--- config.mk ---
export PLATFORM = sky130hd
export DESIGN_NAME = sub_8bit_serial_flat
export DESIGN_NICKNAME = d
export VERILOG_FILES = /design/src/rtl/sub_8bit_serial_pkg.sv /design/src/rtl/sub_8bit_serial_if.sv /design/src/rtl/sub_8bit_serial_sub1.sv /design/src/rtl/sub_8bit_serial.sv /design/src/flat_wrapper.sv
export SDC_FILE = /design/constraint.sdc
export NUM_CORES = 1
export LEC_CHECK = 0
export BUFFER_PORTS_ARGS = -buffer_cell sky130_fd_sc_hd__clkbuf_2
export CORE_AREA = 2 2 57 59
export DETAILED_ROUTE_END_ITERATION = 10
export DIE_AREA = 0 0 59 61
export PLACE_DENSITY_LB_ADDON = 0.05
export SLEW_MARGIN = 20
export SYNTH_ARGS = -nofsm -noshare
export SYNTH_HDL_FRONTEND = slang
export SYNTH_SLANG_ARGS = --single-unit
--- constraint.sdc ---
create_clock -name clk -period 1.75 [get_ports clk]
set_clock_uncertainty 0.05 [all_clocks]
set_input_delay 0.175 -clock clk [delete_from_list [all_inputs] [get_ports clk]]
set_output_delay 0.175 -clock clk [all_outputs]
set_load 0.01 [all_outputs]
--- src/rtl/sub_8bit_serial_pkg.sv ---
// Shared constants for the bit-serial subtractor: default operand width and
// the FSM state encodings (kept as plain 2-bit constants for legacy tools).
// Ports: none (package).
package sub_8bit_serial_pkg;

  localparam int SUB_WIDTH_DEF = 8;

  localparam logic [1:0] ST_IDLE = 2'd0;
  localparam logic [1:0] ST_RUN  = 2'd1;
  localparam logic [1:0] ST_DONE = 2'd2;

endpackage

--- src/rtl/sub_8bit_serial_if.sv ---
// Start/done request bus for the bit-serial subtractor.
// master: drives start/A/B/Bin, receives busy/done/DIFF/Borrow/Overflow.
// slave : the subtractor side of the same bundle.
interface sub_8bit_serial_if
  import sub_8bit_serial_pkg::*;
#(
  parameter int WIDTH = SUB_WIDTH_DEF
);

  logic             start;
  logic [WIDTH-1:0] A;
  logic [WIDTH-1:0] B;
  logic             Bin;
  logic             busy;
  logic             done;
  logic [WIDTH-1:0] DIFF;
  logic             Borrow;
  logic             Overflow;

  modport master (
    output start, A, B, Bin,
    input  busy, done, DIFF, Borrow, Overflow
  );

  modport slave (
    input  start, A, B, Bin,
    output busy, done, DIFF, Borrow, Overflow
  );

endinterface

--- src/rtl/sub_8bit_serial_sub1.sv ---
// sub1: combinational one-bit full subtractor (a - b - bin), twin of add1.
// Latency: combinational. Backpressure: none.
// Ports: a, b, bin -> d (difference bit), bout (borrow out).
module sub_8bit_serial_sub1 (
  input  logic a,
  input  logic b,
  input  logic bin,
  output logic d,
  output logic bout
);

  assign d    = a ^ b ^ bin;
  // Borrow when a=0,b=1, or when a==b and a borrow is already pending.
  assign bout = (~a & b) | (~(a ^ b) & bin);

endmodule

--- src/rtl/sub_8bit_serial.sv ---
// Bit-serial subtractor: DIFF = A - B - Bin, one bit per clock, LSB first.
// Latency: start at edge 0, done pulses the cycle after edge WIDTH; back-to-back via DONE->RUN.
// Backpressure: start is only sampled in IDLE/DONE; ignored while busy.
// Ports: clk, rst_n (synchronous, active-low), bus (sub_8bit_serial_if.slave).
// Optional: `define SUB_SIGNED_OVF_EN for signed overflow; otherwise Overflow is 0.
module sub_8bit_serial
  import sub_8bit_serial_pkg::*;
#(
  parameter int WIDTH = SUB_WIDTH_DEF
) (
  input  logic             clk,
  input  logic             rst_n,
  sub_8bit_serial_if.slave bus
);

  localparam int              CW   = $clog2(WIDTH);
  localparam int              RW   = WIDTH - 1;
  localparam logic [CW-1:0]   LAST = CW'(WIDTH - 1);

  logic [1:0]       state;
  logic [CW-1:0]    cnt;
  logic [WIDTH-1:0] opa;
  logic [WIDTH-1:0] opb;
  // Only WIDTH-1 partial bits are stored; the final bit goes straight to DIFF.
  logic [RW-1:0]    res;
  logic             bw;
  logic [WIDTH-1:0] diff_q;
  logic             borrow_q;
  logic             d;
  logic             bo;
  logic             accept;
  logic             run;
  logic             last;

  assign run    = (state == ST_RUN);
  assign accept = ((state == ST_IDLE) || (state == ST_DONE)) && bus.start;
  assign last   = run && (cnt == LAST);

  sub_8bit_serial_sub1 u_sub1 (
    .a    (opa[0]),
    .b    (opb[0]),
    .bin  (bw),
    .d    (d),
    .bout (bo)
  );

  always_ff @(posedge clk) begin
    if (!rst_n) begin
      state    <= ST_IDLE;
      cnt      <= '0;
      opa      <= '0;
      opb      <= '0;
      res      <= '0;
      bw       <= 1'b0;
      diff_q   <= '0;
      borrow_q <= 1'b0;
    end else if (accept) begin
      state <= ST_RUN;
      cnt   <= '0;
      opa   <= bus.A;
      opb   <= bus.B;
      bw    <= bus.Bin;
    end else if (run) begin
      opa <= opa >> 1;
      opb <= opb >> 1;
      res <= RW'({d, res} >> 1);
      bw  <= bo;
      if (last) begin
        // Counter returns to zero through the transition, not by wrapping.
        state    <= ST_DONE;
        cnt      <= '0;
        diff_q   <= {d, res};
        borrow_q <= bo;
      end else begin
        cnt <= cnt + CW'(1);
      end
    end else begin
      // DONE without a new start, or an unused encoding.
      state <= ST_IDLE;
    end
  end

`ifdef SUB_SIGNED_OVF_EN
  logic sa;
  logic sb;
  logic ovf_q;

  always_ff @(posedge clk) begin
    if (!rst_n) begin
      sa    <= 1'b0;
      sb    <= 1'b0;
      ovf_q <= 1'b0;
    end else if (accept) begin
      sa <= bus.A[WIDTH-1];
      sb <= bus.B[WIDTH-1];
    end else if (last) begin
      // d here is the result MSB being written into DIFF on this edge.
      ovf_q <= (sa != sb) && (d != sa);
    end
  end

  assign bus.Overflow = ovf_q;
`else
  assign bus.Overflow = 1'b0;
`endif

  assign bus.busy   = run;
  assign bus.done   = (state == ST_DONE);
  assign bus.DIFF   = diff_q;
  assign bus.Borrow = borrow_q;

endmodule

--- src/flat_wrapper.sv ---
// flat-port wrapper written by rule: the top's interface ports become plain ports
module sub_8bit_serial_flat import sub_8bit_serial_pkg::*;
#(
  parameter int WIDTH = SUB_WIDTH_DEF
)
  (clk, rst_n, bus_start, bus_A, bus_B, bus_Bin, bus_busy, bus_done, bus_DIFF, bus_Borrow, bus_Overflow);
  sub_8bit_serial_if #(.WIDTH(WIDTH)) bus_i ();
  input  logic clk;
  input  logic rst_n;
  input wire logic [$bits(bus_i.start)-1:0] bus_start;
  input wire logic [$bits(bus_i.A)-1:0] bus_A;
  input wire logic [$bits(bus_i.B)-1:0] bus_B;
  input wire logic [$bits(bus_i.Bin)-1:0] bus_Bin;
  output wire logic [$bits(bus_i.busy)-1:0] bus_busy;
  output wire logic [$bits(bus_i.done)-1:0] bus_done;
  output wire logic [$bits(bus_i.DIFF)-1:0] bus_DIFF;
  output wire logic [$bits(bus_i.Borrow)-1:0] bus_Borrow;
  output wire logic [$bits(bus_i.Overflow)-1:0] bus_Overflow;
  assign bus_i.start = bus_start;
  assign bus_i.A = bus_A;
  assign bus_i.B = bus_B;
  assign bus_i.Bin = bus_Bin;
  assign bus_busy = bus_i.busy;
  assign bus_done = bus_i.done;
  assign bus_DIFF = bus_i.DIFF;
  assign bus_Borrow = bus_i.Borrow;
  assign bus_Overflow = bus_i.Overflow;
  sub_8bit_serial #(.WIDTH(WIDTH)) u_core (.clk(clk), .rst_n(rst_n), .bus(bus_i));
endmodule
==> results of run 1 <==
[worst min-delay path: stages]
cell,delay (ps)
clkbuf_2,80
o22ai_1,90
nor3_1,60
[flip-flops by register name, indices dropped and copies added, names as in the netlist]
register	flops
u_core.state	2
u_core.bus.Borrow	1
u_core.opa	8
u_core.res	7
u_core.cnt	3
u_core.bus.DIFF	8
u_core.bw	1
u_core.opb	8
[how the worst max path moves through the flow]
stage                         start            endpoint  slack, ps  cells past startpoint
floorplan             u_core.cnt[0]     u_core.state[0]        440                      5
global placement      u_core.cnt[0]  u_core.bus.DIFF[5]        420                      5
detailed placement    u_core.cnt[0]  u_core.bus.DIFF[1]        360                      5
CTS                 u_core.state[0]            bus_busy        110                      3
global route        u_core.state[0]            bus_busy         40                      3
finish              u_core.state[0]            bus_busy        170                      3
[layout make-up]
| type | count | area, µm² | share of cell area |
|---|---|---|---|
| Multi-Input combinational cell | 128 | 653.1 | 0.3679 |
| Inverter | 4 | 20.02 | 0.01128 |
| Timing Repair Buffer | 39 | 222.7 | 0.1254 |
| Sequential cell | 38 | 760.7 | 0.4285 |
| Clock inverter | 3 | 40.04 | 0.02255 |
| Tap cell | 33 | 41.29 | 0.02326 |
| Clock buffer | 5 | 37.54 | 0.02114 |
[where the power goes]
group	switching (mW)	total, mW	leakage [nW]	internal (mW)
combinational	0.117	0.198	0.344	0.0807
sequential	0.0240	0.930	0.310	0.906
clock	0.291	0.587	0.0450	0.296
total	0.432	1.72	0.699	1.28
[cell usage after synthesis (3+ instances only)]
cell,n
nand2_1,45
dfxtp_1,38
a21oi_1,23
nor3_1,11
nand3_1,10
o21ai_0,8
a31oi_1,7
o22ai_1,5
buf_6,4
clkbuf_1,4
buf_2,3
buf_4,3
nand3b_1,3
[per-layer routing]
metal | track usage | vias to the layer above
met2 | 0.3556 | 30
li1 | - | 694
met3 | 0.06397 | 5
met5 | 0 | -
met4 | 0.06818 | 0
met1 | 0.2324 | 625
[what timing repair did]
item                                    4_1_cts  5_1_grt
hold buffers                                  2        0
hold endpoints to repair                      2        0
gates resized for setup                       0        1
endpoints found under the setup margin        0        1
[logic make-up (layout without fill, tap and decap cells)]
logic type,after synthesis,in the layout,synth area share
fa+ha+maj,3,3,0.02939
compound gates,48,48,0.1755
flops,38,38,0.4963
other cells,1,1,0.002447
buf+inv,19,51,0.07754
simple gates,76,76,0.2188
==> results.sh, run 1 <==
export IMPL_port_buffers=30
export IMPL_worst_slack_ps=172.8
export IMPL_vias=1354
export IMPL_path_clk_slew_ps=110
export IMPL_dp_slack_ps=358.9
export IMPL_reg2reg_depth=4
export IMPL_die_x_um=59
export IMPL_start_util=0.5191
export IMPL_core_um2=2953
export IMPL_critPathArrivalTime_ps=1350
export IMPL_synth_nets=208
export IMPL_synth_edff_count=0
export IMPL_p_per_area_nw_per_um2=966.0
export IMPL_syn_area_um2=1533
export IMPL_rows=20
export IMPL_drv_cap=0
export IMPL_worstPathMaxFanout=36
export IMPL_grt_pass1_vias=1230
export IMPL_synthCells=185
export IMPL_cts_path_max_buffers=2
export IMPL_drv_slew=0
export IMPL_wirelength_met1_um=1407
export IMPL_die_height_um=61
export IMPL_finalCritPeriodShare=0.9013
export IMPL_synthFlopType="dfxtp_1"
export IMPL_fin_setup_tns_ps=0
export IMPL_postRouteAntennaNets=0
export IMPL_grt_usage=0.2018
export IMPL_drcViolationCount=0
export IMPL_hp_class="primary input to flip-flop"
export IMPL_globalplace_congestion=0.7793
export IMPL_hold_violations=0
export IMPL_async_reset_ff_frac=0
export IMPL_instances_no_fill=250
export IMPL_cts_tree="yes"
export IMPL_yosysTopAreaCell="dfxtp_1"
export IMPL_cpLargestDelayFamily="buffers and inverters"
export IMPL_diodes=0
export IMPL_fin_hold_ws_ps=57.23
export IMPL_timing_final_crit_period_ps=1577
export IMPL_p_leak_nw=0.6995
export IMPL_grt_pass1_wl_um=5354
export IMPL_syn_avg_cell_area_um2=8.285
export IMPL_layout_common_cells="nand2_1, dfxtp_1, clkbuf_2"
export IMPL_grt_max_degree=37
export IMPL_holdPathStages=3
export IMPL_placed_area_um2=1675
export IMPL_crit_type="flip-flop to output port"
export IMPL_maxClockFrequency_mhz=634.0
export IMPL_holdPathEnd="u_core.opa[2]"
export IMPL_cp_slowest_stage_delay_ps=410
export IMPL_fin_util=0.6013
export IMPL_avgViaCountPerCell=5.416
export IMPL_cts_buffers_inserted=5
export IMPL_synth_seq_cells=38
export IMPL_clk_latency_ps=350
export IMPL_rsz0062_at_grt="no"
export IMPL_dieArea_um2=3599
export IMPL_ys_warn_count=0
export IMPL_wl_met2_um=1587
export IMPL_antenna_found_initial=0
export IMPL_cp_slowest_cell="dfxtp_1"
export IMPL_hp_start="bus_A[2]"
export IMPL_synth_cell_types=28
export IMPL_cts_sinks=38
export IMPL_wl_per_cell_um=12.78
export IMPL_fin_nets=239
export IMPL_layout_commonest_cell="nand2_1"
export IMPL_stdcell_area_um2=1775
export IMPL_grt_overflow=0
export IMPL_top_layer="met4"
export IMPL_first_pass_iters=5
export IMPL_r2r_start="u_core.state[0]"
export IMPL_cts_setup_buffers=0
export IMPL_io_pins=32
export IMPL_dp_hpwl_um=2198
export IMPL_end_kind="output port"
export IMPL_drtIter0Drc=70
export IMPL_fillers=282
export IMPL_ys_top_cells_by_area="dfxtp_1, nand2_1, a21oi_1, nor3_1, nand3_1"
export IMPL_cts_root_buffer="clkbuf_4"
export IMPL_htreeDepth=2
export IMPL_post_place_cells=240
export IMPL_seq_area_frac_synth=0.4963
export IMPL_status="completed"
export IMPL_p_total_mw=1.715
export IMPL_area_growth_syn_to_layout_pct=15.84
export IMPL_synth_top_area_frac=0.4963
export IMPL_worstPathRequired_ps=1520
export IMPL_met3WireLength_um=159
export IMPL_start_kind="flip-flop"
export IMPL_ir_drop_mv=0.6204
export IMPL_r2r_end="u_core.cnt[0]"
export IMPL_cp_num_buf_inv=2
export IMPL_setup_viol=0
export IMPL_layout_drive_gt1_share=0.2120
export IMPL_crit_chain="nand2b_1 > inv_6 > clkbuf_2"
export IMPL_rrSetupSlack_ps=340
export IMPL_routed_wl_um=3196
(Power assumes the default switching activity.)
==> inputs of run 2 (changes only) <==
--- a/config.mk
+++ b/config.mk
@@ -9,6 +9,7 @@
 export CORE_AREA = 2 2 57 59
 export DETAILED_ROUTE_END_ITERATION = 10
 export DIE_AREA = 0 0 59 61
+export MAX_ROUTING_LAYER = met4
 export PLACE_DENSITY_LB_ADDON = 0.05
 export SLEW_MARGIN = 20
 export SYNTH_ARGS = -nofsm -noshare
==> results.sh, run 2 (same netlist as run 1, synthesis figures left out) <==
export IMPL_cts_sinks=38
export IMPL_port_buffers=30
export IMPL_ir_drop_mv=0.6192
export IMPL_antenna_found_initial=0
export IMPL_layout_drive_gt1_share=0.2120
export IMPL_vias=1364
export IMPL_drv_cap=0
export IMPL_hold_violations=0
export IMPL_htreeDepth=2
export IMPL_end_kind="output port"
export IMPL_io_pins=32
export IMPL_postRouteAntennaNets=0
export IMPL_cts_buffers_inserted=5
export IMPL_die_x_um=59
export IMPL_setup_viol=0
export IMPL_grt_pass1_wl_um=5340
export IMPL_diodes=0
export IMPL_grt_pass1_vias=1236
export IMPL_dp_hpwl_um=2198
export IMPL_finalCritPeriodShare=0.9009
export IMPL_worstPathMaxFanout=36
export IMPL_fin_nets=239
export IMPL_critPathArrivalTime_ps=1350
export IMPL_hp_class="primary input to flip-flop"
export IMPL_die_height_um=61
export IMPL_avgViaCountPerCell=5.456
export IMPL_layout_commonest_cell="nand2_1"
export IMPL_crit_type="flip-flop to output port"
export IMPL_grt_max_degree=37
export IMPL_fin_setup_tns_ps=0
export IMPL_path_clk_slew_ps=110
export IMPL_globalplace_congestion=0.7900
export IMPL_cts_path_max_buffers=2
export IMPL_first_pass_iters=4
export IMPL_p_per_area_nw_per_um2=964.7
export IMPL_cts_root_buffer="clkbuf_4"
export IMPL_drv_slew=0
export IMPL_fillers=282
export IMPL_start_util=0.5191
export IMPL_layout_common_cells="nand2_1, dfxtp_1, clkbuf_2"
export IMPL_holdPathStages=3
export IMPL_fin_hold_ws_ps=59.53
export IMPL_worstPathRequired_ps=1520
export IMPL_core_um2=2953
export IMPL_p_leak_nw=0.6995
export IMPL_fin_util=0.6013
export IMPL_dieArea_um2=3599
export IMPL_routed_wl_um=3209
export IMPL_rsz0062_at_grt="no"
export IMPL_rows=20
export IMPL_area_growth_syn_to_layout_pct=15.84
export IMPL_grt_usage=0.2079
export IMPL_maxClockFrequency_mhz=634.3
export IMPL_drcViolationCount=0
export IMPL_status="completed"
export IMPL_grt_overflow=0
export IMPL_reg2reg_depth=4
export IMPL_drtIter0Drc=82
export IMPL_start_kind="flip-flop"
export IMPL_cts_tree="yes"
export IMPL_clk_latency_ps=340
export IMPL_timing_final_crit_period_ps=1577
export IMPL_wl_per_cell_um=12.84
==> run 2: worst paths after layout <==
check / startpoint / to / slack, ps
hold reg to reg: u_core.opa[7] / u_core.opa[7] / 410
hold / removal: bus_A[2] / u_core.opa[2] / 60
setup reg to reg: u_core.state[0] / u_core.cnt[0] / 340
setup / recovery: u_core.state[0] / bus_busy / 170
==> run 2: where the power goes <==
part / internal [mW] / total, mW / switching (mW)
clock: 0.296 / 0.584 / 0.288
sequential: 0.906 / 0.930 / 0.0240
combinational: 0.0807 / 0.198 / 0.118
==> run 2: layout make-up <==
type / instances / area, µm² / share of cell area
well taps: 33 / 41.29 / 0.02326
repair buffers: 39 / 222.7 / 0.1254
clock buffers: 5 / 37.54 / 0.02114
multi-input cells: 128 / 653.1 / 0.3679
flip-flops and latches: 38 / 760.7 / 0.4285
clock inverters: 3 / 40.04 / 0.02255
inverters: 4 / 20.02 / 0.01128
==> run 2: repair_timing <==
| action | CTS | global route |
|---|---|---|
| resized for setup | 0 | 1 |
| endpoints found under the hold margin | 2 | 0 |
| endpoints found under the setup margin | 0 | 1 |
| setup buffers | 0 | 0 |
| hold buffers | 2 | 0 |
==> run 2: worst max-delay path, cell delays in order, from the launching register on <==
cell and delay (ps):
dfxtp_1 410, nand2b_1 170, inv_6 240, clkbuf_2 180
==> run 2: metal layers <==
metal | wire, µm | vias up | track usage
met5 | 0 | - | -
met4 | 42 | 0 | 0.06818
met3 | 172 | 5 | 0.06397
met2 | 1583 | 36 | 0.3571
met1 | 1411 | 629 | 0.2297
li1 | - | 694 | -
==> run 2: per-stage QoR <==
stage / std cells / worst slack (ps) / cell area [µm²] / power [mW]
4_1_cts: 250 / 114.7 / 1773 / 1.731
2_1_floorplan: 185 / 444.8 / 1533 / 1.097
3_3_place_gp: 240 / 424.3 / 1675 / 1.136
3_5_place_dp: 240 / 358.9 / 1675 / 1.144
5_1_grt: 250 / 40.63 / 1775 / 1.802
6_report: 250 / 173.5 / 1775 / 1.713
==> inputs of run 3 (changes only) <==
--- a/config.mk
+++ b/config.mk
@@ -10,7 +10,7 @@
 export DETAILED_ROUTE_END_ITERATION = 10
 export DIE_AREA = 0 0 59 61
 export MAX_ROUTING_LAYER = met4
-export PLACE_DENSITY_LB_ADDON = 0.05
+export PLACE_DENSITY = 0.82
 export SLEW_MARGIN = 20
 export SYNTH_ARGS = -nofsm -noshare
 export SYNTH_HDL_FRONTEND = slang
==> results.sh, run 3 (same netlist as run 1, synthesis figures left out) <==
export IMPL_grt_pass1_vias=1229
export IMPL_end_kind="output port"
export IMPL_hp_start="bus_B[1]"
export IMPL_multiInputGateArea_um2=653.1
export IMPL_core_um2=2953
export IMPL_cts_tree="yes"
export IMPL_power_frac_seq=0.593
export IMPL_cts_path_max_buffers=2
export IMPL_cts_sinks=38
export IMPL_worstSetupStartpoint="u_core.state[1]"
export IMPL_ctsResizeCount=0
export IMPL_clkPwrFrac=0.281
export IMPL_holdPathEnd="u_core.opb[1]"
export IMPL_rrSetupSlack_ps=300
export IMPL_first_pass_iters=4
export IMPL_r2r_end="u_core.bus.DIFF[7]"
export IMPL_grt_max_degree=37
export IMPL_clk_latency_ps=340
export IMPL_rows=20
export IMPL_placed_area_um2=1675
export IMPL_swShare=0.2544
export IMPL_dp_slack_ps=304.4
export IMPL_worstPathRequired_ps=1520
export IMPL_grt_usage=0.2026
export IMPL_diodes=0
export IMPL_drcViolationCount=0
export IMPL_r2r_start="u_core.cnt[0]"
export IMPL_stdcell_area_um2=1747
export IMPL_wl_per_cell_um=12.22
export IMPL_critPathArrivalTime_ps=1410
export IMPL_maxClockFrequency_mhz=612.4
export IMPL_crit_type="flip-flop to output port"
export IMPL_fillers=296
export IMPL_fin_nets=239
export IMPL_die_x_um=59
export IMPL_avgViaCountPerCell=5.391
export IMPL_fin_setup_tns_ps=0
export IMPL_hold_violations=0
export IMPL_layout_commonest_cell="nand2_1"
export IMPL_area_growth_syn_to_layout_pct=13.96
export IMPL_antenna_found_initial=0
export IMPL_seq_area_um2=760.7
export IMPL_holdPathStages=3
export IMPL_cts_setup_buffers=0
export IMPL_power_frac_comb=0.126
export IMPL_p_total_mw=1.567
export IMPL_globalplace_congestion=0.8115
export IMPL_worstPathMaxFanout=36
export IMPL_worst_slack_ps=117.1
export IMPL_dp_hpwl_um=2085
export IMPL_drtIter0Drc=45
export IMPL_path_clk_slew_ps=100
export IMPL_grt_overflow=0
export IMPL_drv_cap=0
export IMPL_start_util=0.5191
export IMPL_timing_final_crit_period_ps=1633
export IMPL_rsz0062_at_grt="no"
export IMPL_io_pins=32
export IMPL_die_height_um=61
export IMPL_dieArea_um2=3599
export IMPL_hp_class="primary input to flip-flop"
export IMPL_ir_drop_mv=0.5452
export IMPL_grt_pass1_wl_um=5347
export IMPL_p_switching_uw=398.8
export IMPL_setup_viol=0
export IMPL_postRouteAntennaNets=0
export IMPL_finalCritPeriodShare=0.9331
export IMPL_cts_root_buffer="clkbuf_4"
export IMPL_port_buffers=30
export IMPL_layout_common_cells="nand2_1, dfxtp_1, clkbuf_2"
export IMPL_p_per_area_nw_per_um2=897.3
export IMPL_drv_slew=0
export IMPL_reg2reg_depth=5
export IMPL_layout_drive_gt1_share=0.2047
export IMPL_start_kind="flip-flop"
export IMPL_postCtsHoldBufs=2
export IMPL_routed_wl_um=3030
export IMPL_cts_buffers_inserted=5
export IMPL_htreeDepth=2
export IMPL_status="completed"
export IMPL_vias=1337
export IMPL_p_leak_nw=0.6849
export IMPL_internal_power_mw=1.169
-- run 3: cell count changes in the layout (fill, tap and decap cells not counted) --
cell / delta
clkinv_2: -2
bufinv_16: -1
clkbuf_8: +1
inv_4: +1
inv_6: -1
-- run 3: final cells by class --
cell class | count | share of cell area
clock buffers | 6 | 0.02937
inverters | 4 | 0.01003
multi-input cells | 128 | 0.3739
flip-flops and latches | 38 | 0.4355
well taps | 33 | 0.02364
repair buffers | 39 | 0.1275
-- run 3: worst max-delay path by stage --
stage | to | cells after the start
global placement | u_core.bus.DIFF[1] | 5
global route | bus_busy | 3
finish | bus_busy | 3
floorplan | u_core.state[0] | 5
detailed placement | u_core.bus.DIFF[1] | 5
CTS | bus_busy | 3
-- run 3: per-layer routing --
layer,GRT usage,part of all wire
met1,0.2342,0.46
met5,-,0
met2,0.3381,0.48
met3,0.05757,0.045
met4,0.06818,0.013
-- run 3: critical path, cell delays in order, from the launching register on --
cell and delay, ps:
dfxtp_1 340, nand2b_1 220, inv_4 290, clkbuf_2 200
-- run 3: power groups by stage --
stage / Combinational (mW) / Sequential (mW) / Clock [mW]
finish: 0.198 / 0.930 / 0.440
detailed placement: 0.194 / 0.949 / 0
CTS: 0.198 / 0.930 / 0.456
floorplan: 0.153 / 0.944 / 0
global placement: 0.190 / 0.947 / 0
global route: 0.225 / 0.935 / 0.492
-- run 3: metrics by stage --
stage               cells  hold WS, ps  utilization
floorplan             185        258.7            -
global placement      240        351.1       0.5674
detailed placement    240        361.1       0.5674
CTS                   248        56.30       0.5915
global route          248        69.34       0.5915
finish                248        70.71       0.5915
